$ cat config.mk
export PLATFORM = sky130hd
export DESIGN_NAME = sram_readback_port
export DESIGN_NICKNAME = d
export VERILOG_FILES = /design/src/rtl/vg64_pkg.sv /design/src/rtl/c64_bus_sync.sv /design/src/rtl/sram_readback_port.sv
export SDC_FILE = /design/constraint.sdc
export NUM_CORES = 1
export LEC_CHECK = 0
export CAP_MARGIN = 30
export CORE_ASPECT_RATIO = 1.2
export CORE_MARGIN = 3
export CORE_UTILIZATION = 54
export CTS_BUF_LIST = sky130_fd_sc_hd__clkbuf_16
export DETAILED_ROUTE_END_ITERATION = 12
export PLACE_DENSITY = 0.78
export RECOVER_POWER = 25
export SYNTH_ARGS = -nofsm -noshare
export SYNTH_HDL_FRONTEND = slang
export SYNTH_SLANG_ARGS = --single-unit
$ cat constraint.sdc
create_clock -name clk100 -period 3.7 [get_ports clk100]
set_clock_uncertainty 0.05 [all_clocks]
set_input_delay 0.74 -clock clk100 [delete_from_list [all_inputs] [get_ports clk100]]
set_output_delay 0.74 -clock clk100 [all_outputs]
set_load 0.02 [all_outputs]
$ cat src/rtl/vg64_pkg.sv
// Shared constants for the C64-side SRAM readback port: register map,
// control-register bit positions and fetch FSM encoding.
package vg64_pkg;

  localparam logic [15:0] IO1_BASE = 16'hDE04;

  localparam logic [1:0] REG_RDLSB  = 2'd0;
  localparam logic [1:0] REG_RDMSB  = 2'd1;
  localparam logic [1:0] REG_CTL    = 2'd2;
  localparam logic [1:0] REG_RDDATA = 2'd3;

  // CTL bit 7 reads as busy and, when written as 1, starts a fetch
  localparam int CTL_BANK    = 0;
  localparam int CTL_AUTOINC = 1;
  localparam int CTL_ERR     = 6;
  localparam int CTL_BUSY    = 7;
  localparam int CTL_START   = 7;

  typedef enum logic [1:0] {
    FETCH_IDLE = 2'd0,
    FETCH_REQ  = 2'd1,
    FETCH_WAIT = 2'd2
  } fetch_state_e;

  function automatic logic [7:0] ctl_byte(input logic busy, input logic err,
                                          input logic autoinc, input logic bank);
    logic [7:0] b;
    b              = 8'h00;
    b[CTL_BUSY]    = busy;
    b[CTL_ERR]     = err;
    b[CTL_AUTOINC] = autoinc;
    b[CTL_BANK]    = bank;
    return b;
  endfunction

endpackage

$ cat src/rtl/c64_bus_sync.sv
// Brings the asynchronous C64 bus into the clk100 domain: PHI2/RW synchronisers,
// PHI2 edge pulses and a registered snapshot of address/data taken while PHI2 is high.
module c64_bus_sync #(
  parameter int SYNC_STAGES = 2
) (
  input  logic        clk100,
  input  logic        rst,
  input  logic        i_64clk,
  input  logic        i_64rw,
  input  logic [15:0] i_64addr,
  input  logic [7:0]  i_64data,
  output logic        phi2_o,
  output logic        phi2_rise_o,
  output logic        phi2_fall_o,
  output logic        rw_o,
  output logic [15:0] addr_o,
  output logic [7:0]  data_o
);

  logic [SYNC_STAGES-1:0] phi2_sync_q;
  logic [SYNC_STAGES-1:0] rw_sync_q;
  logic                   phi2_prev_q;
  logic                   rw_q;
  logic [15:0]            addr_q;
  logic [7:0]             data_q;
  logic                   phi2_s;
  logic                   cap_en;

  assign phi2_s = phi2_sync_q[SYNC_STAGES-1];
  // Snapshot stops as soon as the earlier stage sees PHI2 low, so the value
  // held at the fall pulse was taken while the bus was still valid.
  assign cap_en = phi2_sync_q[SYNC_STAGES-1] & phi2_sync_q[SYNC_STAGES-2];

  always_ff @(posedge clk100 or posedge rst) begin
    if (rst) begin
      phi2_sync_q <= '0;
      rw_sync_q   <= '0;
      phi2_prev_q <= 1'b0;
    end else begin
      phi2_sync_q <= {phi2_sync_q[SYNC_STAGES-2:0], i_64clk};
      rw_sync_q   <= {rw_sync_q[SYNC_STAGES-2:0], i_64rw};
      phi2_prev_q <= phi2_s;
    end
  end

  always_ff @(posedge clk100 or posedge rst) begin
    if (rst) begin
      rw_q   <= 1'b0;
      addr_q <= 16'h0000;
      data_q <= 8'h00;
    end else if (cap_en) begin
      rw_q   <= rw_sync_q[SYNC_STAGES-1];
      addr_q <= i_64addr;
      data_q <= i_64data;
    end
  end

  assign phi2_o      = phi2_s;
  assign phi2_rise_o = phi2_s & ~phi2_prev_q;
  assign phi2_fall_o = ~phi2_s & phi2_prev_q;
  assign rw_o        = rw_q;
  assign addr_o      = addr_q;
  assign data_o      = data_q;

endmodule

$ cat src/rtl/sram_readback_port.sv
// C64 read path into video SRAM: pointer/control registers in IO1, a single
// outstanding arbiter fetch with timeout, and the cart data bus read mux.
module sram_readback_port
  import vg64_pkg::*;
#(
  parameter logic [15:0] BASE_ADDR   = IO1_BASE,
  parameter int          ADDR_W      = 17,
  parameter int          TIMEOUT     = 64,
  parameter int          SYNC_STAGES = 2
) (
  input  logic              clk100,
  input  logic              rst,
  input  logic              i_64clk,
  input  logic              i_64rw,
  input  logic [15:0]       i_64addr,
  input  logic [7:0]        i_64data,
  output logic [7:0]        o_64data,
  output logic              o_64data_oe,
  output logic              o_req,
  output logic [ADDR_W-1:0] o_raddr,
  input  logic              i_gnt,
  input  logic              i_rvalid,
  input  logic [7:0]        i_rdata,
  output logic              o_busy
);

  localparam int TMO_W = $clog2(TIMEOUT + 1);

  logic        phi2, phi2_rise, phi2_fall, bus_rw;
  logic [15:0] bus_addr;
  logic [7:0]  bus_data;

  c64_bus_sync #(
    .SYNC_STAGES(SYNC_STAGES)
  ) u_sync (
    .clk100     (clk100),
    .rst        (rst),
    .i_64clk    (i_64clk),
    .i_64rw     (i_64rw),
    .i_64addr   (i_64addr),
    .i_64data   (i_64data),
    .phi2_o     (phi2),
    .phi2_rise_o(phi2_rise),
    .phi2_fall_o(phi2_fall),
    .rw_o       (bus_rw),
    .addr_o     (bus_addr),
    .data_o     (bus_data)
  );

  fetch_state_e      state_q, state_d;
  logic [ADDR_W-1:0] ptr_q, ptr_d;
  logic [ADDR_W-1:0] raddr_q, raddr_d;
  logic [7:0]        data_q, data_d;
  logic              autoinc_q, autoinc_d;
  logic              err_q, err_d;
  logic              start_q, start_d;
  logic              rd_win_q, rd_win_d;
  logic [TMO_W-1:0]  tmo_q, tmo_d;

  logic [15:0] rel_addr;
  logic [1:0]  reg_off;
  logic        hit, wr_stb, rd_stb, busy, tmo_last;
  logic [7:0]  rd_mux;

  assign rel_addr = bus_addr - BASE_ADDR;
  assign hit      = (rel_addr[15:2] == 14'd0);
  assign reg_off  = rel_addr[1:0];
  assign wr_stb   = phi2_fall & ~bus_rw & hit;
  assign rd_stb   = phi2_fall & bus_rw & hit;
  assign busy     = (state_q != FETCH_IDLE);
  assign tmo_last = (tmo_q == TMO_W'(TIMEOUT - 1));

  always_ff @(posedge clk100 or posedge rst) begin
    if (rst) begin
      state_q   <= FETCH_IDLE;
      ptr_q     <= '0;
      raddr_q   <= '0;
      data_q    <= 8'h00;
      autoinc_q <= 1'b0;
      err_q     <= 1'b0;
      start_q   <= 1'b0;
      rd_win_q  <= 1'b0;
      tmo_q     <= '0;
    end else begin
      state_q   <= state_d;
      ptr_q     <= ptr_d;
      raddr_q   <= raddr_d;
      data_q    <= data_d;
      autoinc_q <= autoinc_d;
      err_q     <= err_d;
      start_q   <= start_d;
      rd_win_q  <= rd_win_d;
      tmo_q     <= tmo_d;
    end
  end

  // Register file: C64 writes and the RDDATA read side effect.
  always_comb begin
    ptr_d     = ptr_q;
    autoinc_d = autoinc_q;
    start_d   = 1'b0;
    rd_win_d  = rd_win_q;

    if (!phi2) begin
      rd_win_d = 1'b0;
    end else if (phi2_rise) begin
      rd_win_d = 1'b1;
    end

    if (wr_stb) begin
      case (reg_off)
        REG_RDLSB: ptr_d[7:0]  = bus_data;
        REG_RDMSB: ptr_d[15:8] = bus_data;
        REG_CTL: begin
          ptr_d[ADDR_W-1] = bus_data[CTL_BANK];
          autoinc_d       = bus_data[CTL_AUTOINC];
          start_d         = bus_data[CTL_START];
        end
        default: ;
      endcase
    end else if (rd_stb && reg_off == REG_RDDATA) begin
      ptr_d   = ptr_q + ADDR_W'(1);
      start_d = autoinc_q;
    end
  end

  // Fetch FSM; the timeout counter runs from REQ entry across REQ and WAIT.
  always_comb begin
    state_d = state_q;
    raddr_d = raddr_q;
    data_d  = data_q;
    err_d   = err_q;
    tmo_d   = tmo_q;

    case (state_q)
      FETCH_IDLE: begin
        if (start_q) begin
          state_d = FETCH_REQ;
          raddr_d = ptr_q;
          err_d   = 1'b0;
          tmo_d   = '0;
        end
      end
      FETCH_REQ: begin
        tmo_d = tmo_q + TMO_W'(1);
        if (i_gnt && i_rvalid) begin
          data_d  = i_rdata;
          state_d = FETCH_IDLE;
        end else if (tmo_last) begin
          data_d  = 8'hFF;
          err_d   = 1'b1;
          state_d = FETCH_IDLE;
        end else if (i_gnt) begin
          state_d = FETCH_WAIT;
        end
      end
      FETCH_WAIT: begin
        tmo_d = tmo_q + TMO_W'(1);
        if (i_rvalid) begin
          data_d  = i_rdata;
          state_d = FETCH_IDLE;
        end else if (tmo_last) begin
          data_d  = 8'hFF;
          err_d   = 1'b1;
          state_d = FETCH_IDLE;
        end
      end
      default: state_d = FETCH_IDLE;
    endcase
  end

  always_comb begin
    case (reg_off)
      REG_RDLSB: rd_mux = ptr_q[7:0];
      REG_RDMSB: rd_mux = ptr_q[15:8];
      REG_CTL:   rd_mux = ctl_byte(busy, err_q, autoinc_q, ptr_q[ADDR_W-1]);
      default:   rd_mux = data_q;
    endcase
  end

  assign o_64data_oe = phi2 & rd_win_q & bus_rw & hit;
  assign o_64data    = o_64data_oe ? rd_mux : 8'h00;
  assign o_req       = (state_q == FETCH_REQ);
  assign o_raddr     = raddr_q;
  assign o_busy      = busy;

endmodule

==> Yosys cells after proc, flatten, opt, wreduce, memory -nomap -nowiden <==
Cells that the tools add are included.
{ "totals": {"reg_bits": 85, "in_bits": 38, "wordCells": 97} }
{ "op_classes": {"add_sub_neg": 3, "eq_ne": 15, "muxes": 30, "n_bitwise": 13, "reduce_logical": 19} }
{ "ops": {"columns": ["cell", "n"], "rows": [
  ["2-to-1 mux 8 bit", 6],
  ["2-to-1 mux 17 bit", 2],
  ["case mux 8 bit (3 select lines)", 1],
  ["adder 17 x 1 -> 17 bit (second input constant)", 1],
  ["case mux 8 bit (2 select lines)", 1],
  ["subtractor 16 bit (second input constant)", 1],
  ["zero test 14 bit", 1],
  ["case mux 7 bit (2 select lines)", 1],
  ["2-to-1 mux 2 bit", 6],
  ["AND reduction 2 bit", 6],
  ["AND 1 bit", 10],
  ["2-to-1 mux 1 bit", 10],
  ["!= test 2 bit (second input constant)", 4],
  ["nonzero test 2 bit", 4],
  ["adder 7 x 1 -> 7 bit (second input constant)", 1],
  ["== test 7 x 6 -> 1 bit (second input constant)", 1],
  ["2-to-1 mux 7 bit", 1],
  ["== test 2 bit (second input constant)", 3],
  ["!= test 2 x 1 -> 1 bit (second input constant)", 3],
  ["case mux 2 bit (3 select lines)", 1],
  ["== test 2 x 1 -> 1 bit (second input constant)", 2],
  ["zero test 2 bit", 2],
  ["!= test 4 x 1 -> 1 bit (second input constant)", 1],
  ["AND reduction 4 bit", 1],
  ["other kinds (7)", 10]
]} }

==> Longest topological paths before layout <==
Gate-level depths: netlist (run 1).
{ "logic_depth": {"depth_word": 7, "depth_mapped": 8} }

==> Cells and area by module <==
A second synthesis (run 1) with hierarchy kept.
{ "hier_totals": {"cells_unflattened": 372, "area_unflattened_um2": 4236.6} }
{ "by_module_without_submodules": {"columns": ["mod", "instances", "cells_per_inst", "area_per_inst_um2", "seq_area_each_um2"], "rows": [
  ["sram_readback_port", 1, 311, 3083.0, 1376.3],
  ["c64_bus_sync", 1, 61, 1153.6, 750.7]
]} }

==> Worst setup path after synthesis (run 1) <==
OpenSTA, ideal clock, no wires.
{ "synth_timing": {"kind": "flip-flop to output port", "start": "register u_sync.addr_q[5] (netlist: u_sync.addr_o[5])", "end": "output o_64data[7]", "t_arrival_ps": 2217, "t_required_ps": 2910, "setup_slack_ps": 693, "stages_incl_launch_ff": 8, "path_buffers": 2, "path_cell_list": "dfrtp_1 > nor4_4 > nand4b_4 > or3_1 > clkbuf_1 > or3_1 > buf_2 > a211oi_2"} }
{ "synth_between": {"elab_chain_len": 4} }
{ "synth_lines": {"columns": ["item", "line", "rtl"], "rows": [
  ["from (decl)", "c64_bus_sync.sv:24", "logic [15:0] addr_q;"],
  ["from (signal assigned)", "c64_bus_sync.sv:53", "addr_q <= i_64addr;"],
  ["subtractor 16 bit", "sram_readback_port.sv:65", "assign rel_addr = bus_addr - BASE_ADDR;"],
  ["zero test 14 bit", "sram_readback_port.sv:66", "assign hit = (rel_addr[15:2] == 14'd0);"],
  ["AND 1 bit", "sram_readback_port.sv:181", "assign o_64data_oe = phi2 & rd_win_q & bus_rw & hit;"],
  ["2-to-1 mux 8 bit", "sram_readback_port.sv:182", "assign o_64data = o_64data_oe ? rd_mux : 8'h00;"],
  ["to (decl)", "sram_readback_port.sv:17", "output logic [7:0] o_64data,"]
]} }
Every way passes these cells.

==> Final worst setup path (run 1) <==
{ "layout_timing": {"start": "register u_sync.addr_q[5] (netlist: u_sync.addr_o[5])", "end": "output o_64data_oe"} }
{ "layout_between": {"elab_chain_len": 3} }
{ "layout_lines": {"columns": ["item", "line", "rtl"], "rows": [
  ["subtractor 16 bit", "sram_readback_port.sv:65", null],
  ["zero test 14 bit", "sram_readback_port.sv:66", null],
  ["AND 1 bit", "sram_readback_port.sv:181", null],
  ["to (decl)", "sram_readback_port.sv:18", "output logic o_64data_oe,"]
]} }
Every way passes these cells.

==> reports/metrics.cfg, run 1 <==
[synth]
synth_top_area_share_pct = 49.4
synth_compound_area_share_pct = 13.7
yosys_warnings = 0
synthMuxAreaShare_pct = 16.5
synth_simple_gate_area_share_pct = 15.0
ys_types = 50
synthArstFlopShare_pct = 100
yosysSeqAreaShare_pct = 49.4
ys_seq_elements = 85
synthAdderAreaFrac_pct = 1.74
ys.flop_type = dfrtp_1
synthCells = 395
synth_area_sq_um = 4310
synth_edf_count = 0
synth_nets = 439
synth_area_leaders = dfrtp_1 49%, mux2_2 11%, mux2i_1 4.0%, a21oi_1 3.0%, nand2_1 2.5%
synth_top_family_by_area = multiplexers
synth_top_cell_by_area = dfrtp_1
synth.avg_cell_area_sq_um = 10.9
synthXorXnorAreaFrac_pct = 0.814

[sta]
setup_viol = 0
slew_violations = 0
rsz0062_at_grt = no
tightest_slew_ns = 1.25
fmax_mhz = 282
tns_ns = 0
max-slew-margin-rel_pct = 16.6
min_period_ns = 3.54
hold_violations = 0
holdWs_ns = 0.299
period_share_pct = 95.7

[route]
highest_layer = met4
postRouteAntennaNets = 0
firstDrtPassIters = 4
wl_met2_mm = 4.92
wirelength_mm = 9.92
drc = 0
dr_wl_met3_um = 350
routed_via_density = 6.00
detail_route.wl_per_cell_um = 17.8
initialDrtViolationCount = 215
wl_met1_mm = 4.37
vias = 3341

[clock_network]
path_clk_slew_ns = 0.06
cts_buffers = 9
cts_setup_buffers = 0
cts_tree = yes
cts_max_level = 3
clk_latency_ns = 0.33
cts_sinks = 85
cts_buffer_depth = 2
cts_root_buf = clkbuf_16

[worst_setup_path]
startpoint_type = flop
path_cells = nor4_4 -> nand4b_4 -> or3_1 -> or3_4 -> inv_1 -> clkdlybuf4s50_1
cp_max_fo = 9
cp.required_ns = 2.91
endpoint_kind = primary output
critPathArrivalTime_ns = 2.75
slowest_delay_ns = 0.59
path_class = reg2out
slowest_stage = clkdlybuf4s50_1

[die]
initial_core_util_pct = 55.9
die_w_um = 87.5
die_h_um = 104
die_area_sq_um = 9080
io_pins = 66
coreArea_sq_um = 7710
rows = 35

[status]
status = completed

[power]
ir_drop_uv = 328
p_leak_nw = 2.41
power.density_nw_per_um2 = 396

[global_routing]
antenna_found_initial = 0
grt_max_degree = 31
grt_pass1_vias = 3427
grt.overflow.total = 0
grtUsageTotal_pct = 23.3
grt_pass1_wl_mm = 16.6

[cells_and_area]
layout_common_cells = 85 x dfrtp_1, 54 x clkdlybuf4s50_1, 42 x mux2_2
area_growth_pct = 24.8
multi_input_area_sq_um = 2060
insertedDiodeCount = 0
drive_above_1_share_pct = 16.3
final_common_cell = dfrtp_1
nets = 504
fillers = 596
regArea_sq_um = 2130

[worst_hold_path]
min_path_type = reg2reg

[place]
place.detailed.hpwl_mm = 7.32
gp_congestion = 0.907
io_buffer_count = 65

[job]
drv_cap = 0

final cells by class:
| cell class | count | area share [%] |
|---|---|---|
| Clock buffer | 9 | 4.19 |
| Multi-Input combinational cell | 279 | 38.4 |
| Tap cell | 92 | 2.14 |
| Inverter | 13 | 0.932 |
| Timing Repair Buffer | 72 | 13.3 |
| Sequential cell | 85 | 39.6 |
| Clock inverter | 7 | 1.42 |
cells in the mapped netlist (3+ instances only):
master,number
a21oi_1,26
buf_1,3
buf_2,3
dfrtp_1,85
mux2i_1,17
mux2_2,42
inv_1,13
nand2b_1,6
mux4_2,3
o22a_1,8
o21ai_0,18
nor3_1,6
a2bb2oi_1,7
nor2b_1,6
a21o_1,3
nor2_1,23
clkbuf_1,12
o31ai_1,3
nand2_1,29
ha_1,6
or4_1,3
nand3_1,20
and3_1,6
nor4_1,4
xnor2_1,4
or3_1,5
a22oi_1,3
state kept, by name, summed over array words and instances, names as in the netlist, 2 cells and up:
signal and flops:
u_sync.data_o 8, u_sync.addr_o 16, ptr_q 17, u_sync.phi2_sync_q 2, u_sync.rw_sync_q 2, state_q 2
o_raddr 17, data_q 8, tmo_q 7
through the flow:
| stage | cell area [sq um] | util, % | worst slack (ns) | power [mW] | instances |
|---|---|---|---|---|---|
| after floorplan | 4310 | - | 0.693 | 1.17 | 395 |
| after global placement | 5050 | 65.5 | 0.295 | 1.24 | 540 |
| after detailed placement | 5050 | 65.5 | 0.230 | 1.25 | 540 |
| after CTS | 5350 | 69.4 | 0.0279 | 2.15 | 556 |
| after global routing | 5370 | 69.7 | 0.0530 | 2.21 | 557 |
| final | 5370 | 69.7 | 0.158 | 2.13 | 557 |
routing by layer:
metal | track usage [%] | vias up
met5 | 0 | -
met4 | 10.6 | 0
met3 | 3.42 | 22
met2 | 37.5 | 81
met1 | 30.6 | 1651
li1 | - | 1587
logic make-up after synthesis:
logic type / Yosys count
adder cells (fa/ha/maj): 6
flip-flops: 85
multiplexers: 62
buffers and inverters: 31
XOR/XNOR: 4
AO/OA/AOI/OAI: 88
AND/OR/NAND/NOR: 119
final timing paths:
path | from | end | slack [ns] | cells after the start
worst max register to register | u_sync.rw_o | ptr_q[1] | 0.95 | 4
worst max-delay path | u_sync.addr_o[5] | o_64data_oe | 0.16 | 6
worst min-delay path | u_sync.rw_sync_q[0] | u_sync.rw_sync_q[1] | 0.30 | 0
max in group asynchronous | rst | autoinc_q | 1.62 | 3
worst min register to register | u_sync.rw_sync_q[0] | u_sync.rw_sync_q[1] | 0.30 | 0
min in group asynchronous | rst | u_sync.data_o[4] | 1.05 | 2
repair_timing:
action,in CTS,in global routing
resized for setup,2,7
endpoints found under the setup margin,8,7
hold buffers,0,0
worst max-delay path, delay by kind of cell, from the launching register on:
family,cells,cell delay (ns)
buffers and inverters,2,0.66
flip-flops,1,0.40
AND/OR/NAND/NOR,4,1.34
power breakdown:
group	switching [mW]	internal (mW)
Sequential	0.0684	0.977
Combinational	0.0774	0.111
Clock	0.370	0.525
(Power assumes the default switching activity.)
==> run 2, diff against run 1 <==
--- a/config.mk
+++ b/config.mk
@@ -7,12 +7,13 @@
 export LEC_CHECK = 0
 export CAP_MARGIN = 30
 export CORE_ASPECT_RATIO = 1.2
-export CORE_MARGIN = 3
+export CORE_MARGIN = 2
 export CORE_UTILIZATION = 54
 export CTS_BUF_LIST = sky130_fd_sc_hd__clkbuf_16
 export DETAILED_ROUTE_END_ITERATION = 12
 export PLACE_DENSITY = 0.78
 export RECOVER_POWER = 25
+export SLEW_MARGIN = 0
 export SYNTH_ARGS = -nofsm -noshare
 export SYNTH_HDL_FRONTEND = slang
 export SYNTH_SLANG_ARGS = --single-unit
==> run 2 against run 1 <==
First-iteration DRC count is 33% higher; sequential share of layout area fell by 0.074 points; register-to-register slack got worse by 0.06 ns; routed wire length increased by 4.0%; non-clock buffer count decreased by 1; count of clock-buffer cells in the layout stayed put; sequential cell count stayed put; utilization rose by 0.13 points; clock power grew 6.8%; die area down 4.2%; largest cell class unchanged; largest power group unchanged.
==> reports/metrics.cfg, run 2 (synthesis gave the netlist of run 1 again) <==
[status]
status = completed  ; unchanged

[power]
ir_drop_uv = 326  ; was 328 uV
power.density_nw_per_um2 = 406  ; was 396 nW/um^2
seqPwrFrac_pct = 47.8  ; was 49.1%
clkPwrFrac_pct = 43.7  ; was 42.0%
p_leak_nw = 2.44  ; was 2.41 nW
p_comb_share_pct = 8.5  ; was 8.8%
internal_power_mw = 1.67  ; was 1.61 mW
p_sw_share_pct = 23.5  ; was 24.2%
p_sw_mw = 0.514  ; was 0.516 mW

[worst_hold_path]
min_path_type = reg2reg  ; unchanged

[sta]
rsz0062_at_grt = no  ; unchanged
fmax_mhz = 288  ; was 282 MHz
max-slew-margin-rel_pct = 7.59  ; was 16.6%
hold_violations = 0  ; unchanged
tightest_slew_ns = 1.38  ; was 1.25 ns
period_share_pct = 94.0  ; was 95.7%
min_period_ns = 3.48  ; was 3.54 ns
tns_ns = 0  ; unchanged
fin_ws_ns = 0.223  ; was 0.158 ns
slew_violations = 0  ; unchanged
holdWs_ns = 0.299  ; about the same
setup_viol = 0  ; unchanged

[clock_network]
path_clk_slew_ns = 0.06  ; about the same
cts_tree = yes  ; unchanged
cts_root_buf = clkbuf_16  ; unchanged
cts_buffer_depth = 2  ; unchanged
cts_hold_buf = 0  ; unchanged
cts_buffers = 9  ; unchanged
cts_sinks = 85  ; unchanged
cts_max_level = 3  ; unchanged
clk_latency_ns = 0.33  ; about the same

[worst_setup_path]
cp.required_ns = 2.91  ; about the same
startpoint_type = flop  ; unchanged
path_class = reg2out  ; unchanged
endpoint_kind = primary output  ; unchanged
cp_max_fo = 10  ; was 9
critPathArrivalTime_ns = 2.69  ; was 2.75 ns

[die]
die_h_um = 102  ; was 104 um
rows = 35  ; unchanged
io_pins = 66  ; unchanged
initial_core_util_pct = 55.9  ; unchanged
coreArea_sq_um = 7710  ; unchanged
die_area_sq_um = 8710  ; was 9080 sq um
die_w_um = 85.5  ; was 87.5 um

[cells_and_area]
final_util_pct = 69.8  ; was 69.7%
drive_above_1_share_pct = 15.7  ; was 16.3%
area_growth_pct = 25.0  ; was 24.8%
nets = 503  ; was 504
regArea_sq_um = 2130  ; unchanged
insertedDiodeCount = 0  ; unchanged
fillers = 577  ; was 596
multi_input_area_sq_um = 2060  ; unchanged
layout_common_cells = 85 x dfrtp_1, 52 x clkdlybuf4s50_1, 42 x mux2_2  ; was 85 x dfrtp_1, 54 x clkdlybuf4s50_1, 42 x mux2_2
instances_no_fill = 556  ; was 557
final_common_cell = dfrtp_1  ; unchanged

[route]
wirelength_mm = 10.3  ; was 9.92 mm
detail_route.wl_per_cell_um = 18.6  ; was 17.8 um
routed_via_density = 6.27  ; was 6.00
initialDrtViolationCount = 286  ; was 215
firstDrtPassIters = 5  ; was 4
postRouteAntennaNets = 0  ; unchanged
vias = 3486  ; was 3,341
drc = 0  ; unchanged

[job]
drv_cap = 0  ; unchanged

[global_routing]
grt_pass1_wl_mm = 16.7  ; was 16.6 mm
antenna_found_initial = 0  ; unchanged
grt_max_degree = 35  ; was 31
grtUsageTotal_pct = 24.6  ; was 23.3%
grt.overflow.total = 0  ; unchanged
grt_pass1_vias = 3529  ; was 3,427

[place]
place_ws_ns = 0.205  ; was 0.230 ns
io_buffer_count = 65  ; unchanged
gp_congestion = 0.898  ; was 0.907
place.detailed.hpwl_mm = 7.34  ; was 7.32 mm
post-place-cells = 539  ; was 540

run 2: power groups by stage:
stage                     clock network (mW)  registers (mW)  logic, mW
after floorplan                            0            1.03      0.137
after detailed placement                   0            1.06      0.187
after global routing                    1.01            1.05      0.203
after CTS                              0.961            1.04      0.189
final                                  0.956            1.05      0.186
after global placement                     0            1.06      0.182
run 2: critical path: stages, from the launching register on:
cell	delay, ns
dfrtp_1	0.44
nor4b_2	0.33
a41oi_2	0.14
or3_1	0.47
or3_4	0.45
a211oi_2	0.17
dlygate4sd2_1	0.35
run 2: worst paths after layout:
kind / start / endpoint / slack [ns] / cells past startpoint
max: u_sync.addr_o[9] / o_64data[7] / 0.22 / 6
min: u_sync.rw_sync_q[0] / u_sync.rw_sync_q[1] / 0.30 / 0
max reg2reg: u_sync.rw_o / ptr_q[1] / 0.89 / 4
min reg2reg: u_sync.rw_sync_q[0] / u_sync.rw_sync_q[1] / 0.30 / 0
max in group asynchronous: rst / o_raddr[0] / 1.51 / 3
min in group asynchronous: rst / ptr_q[0] / 1.11 / 2
run 2: layout make-up:
type / count / area share [%]
inverter: 13 / 0.930
clock buffer: 9 / 4.18
timing repair buffer: 71 / 13.2
clock inverter: 7 / 1.70
multi-input combinational: 279 / 38.3
tap: 92 / 2.14
sequential: 85 / 39.5
run 2: metrics by stage:
stage | total power, mW | cell area, sq um
6_report | 2.19 | 5380
5_1_grt | 2.26 | 5380
4_1_cts | 2.19 | 5360
3_5_place_dp | 1.25 | 5040
3_3_place_gp | 1.24 | 5040
2_1_floorplan | 1.17 | 4310
run 2: repair_timing:
| item | in CTS | in global routing |
|---|---|---|
| buffers inserted | 0 | 0 |
| endpoints found under the setup margin | 9 | 8 |
| resized for setup | 2 | 8 |
run 2: per-layer routing:
metal  GRT usage (%)  vias to the layer above  wire length, um
met4            12.3                        0              310
met5               0                        -                0
li1                -                     1579                -
met1            29.8                     1704             4040
met2            42.4                      174             5320
met3            4.52                       29              649
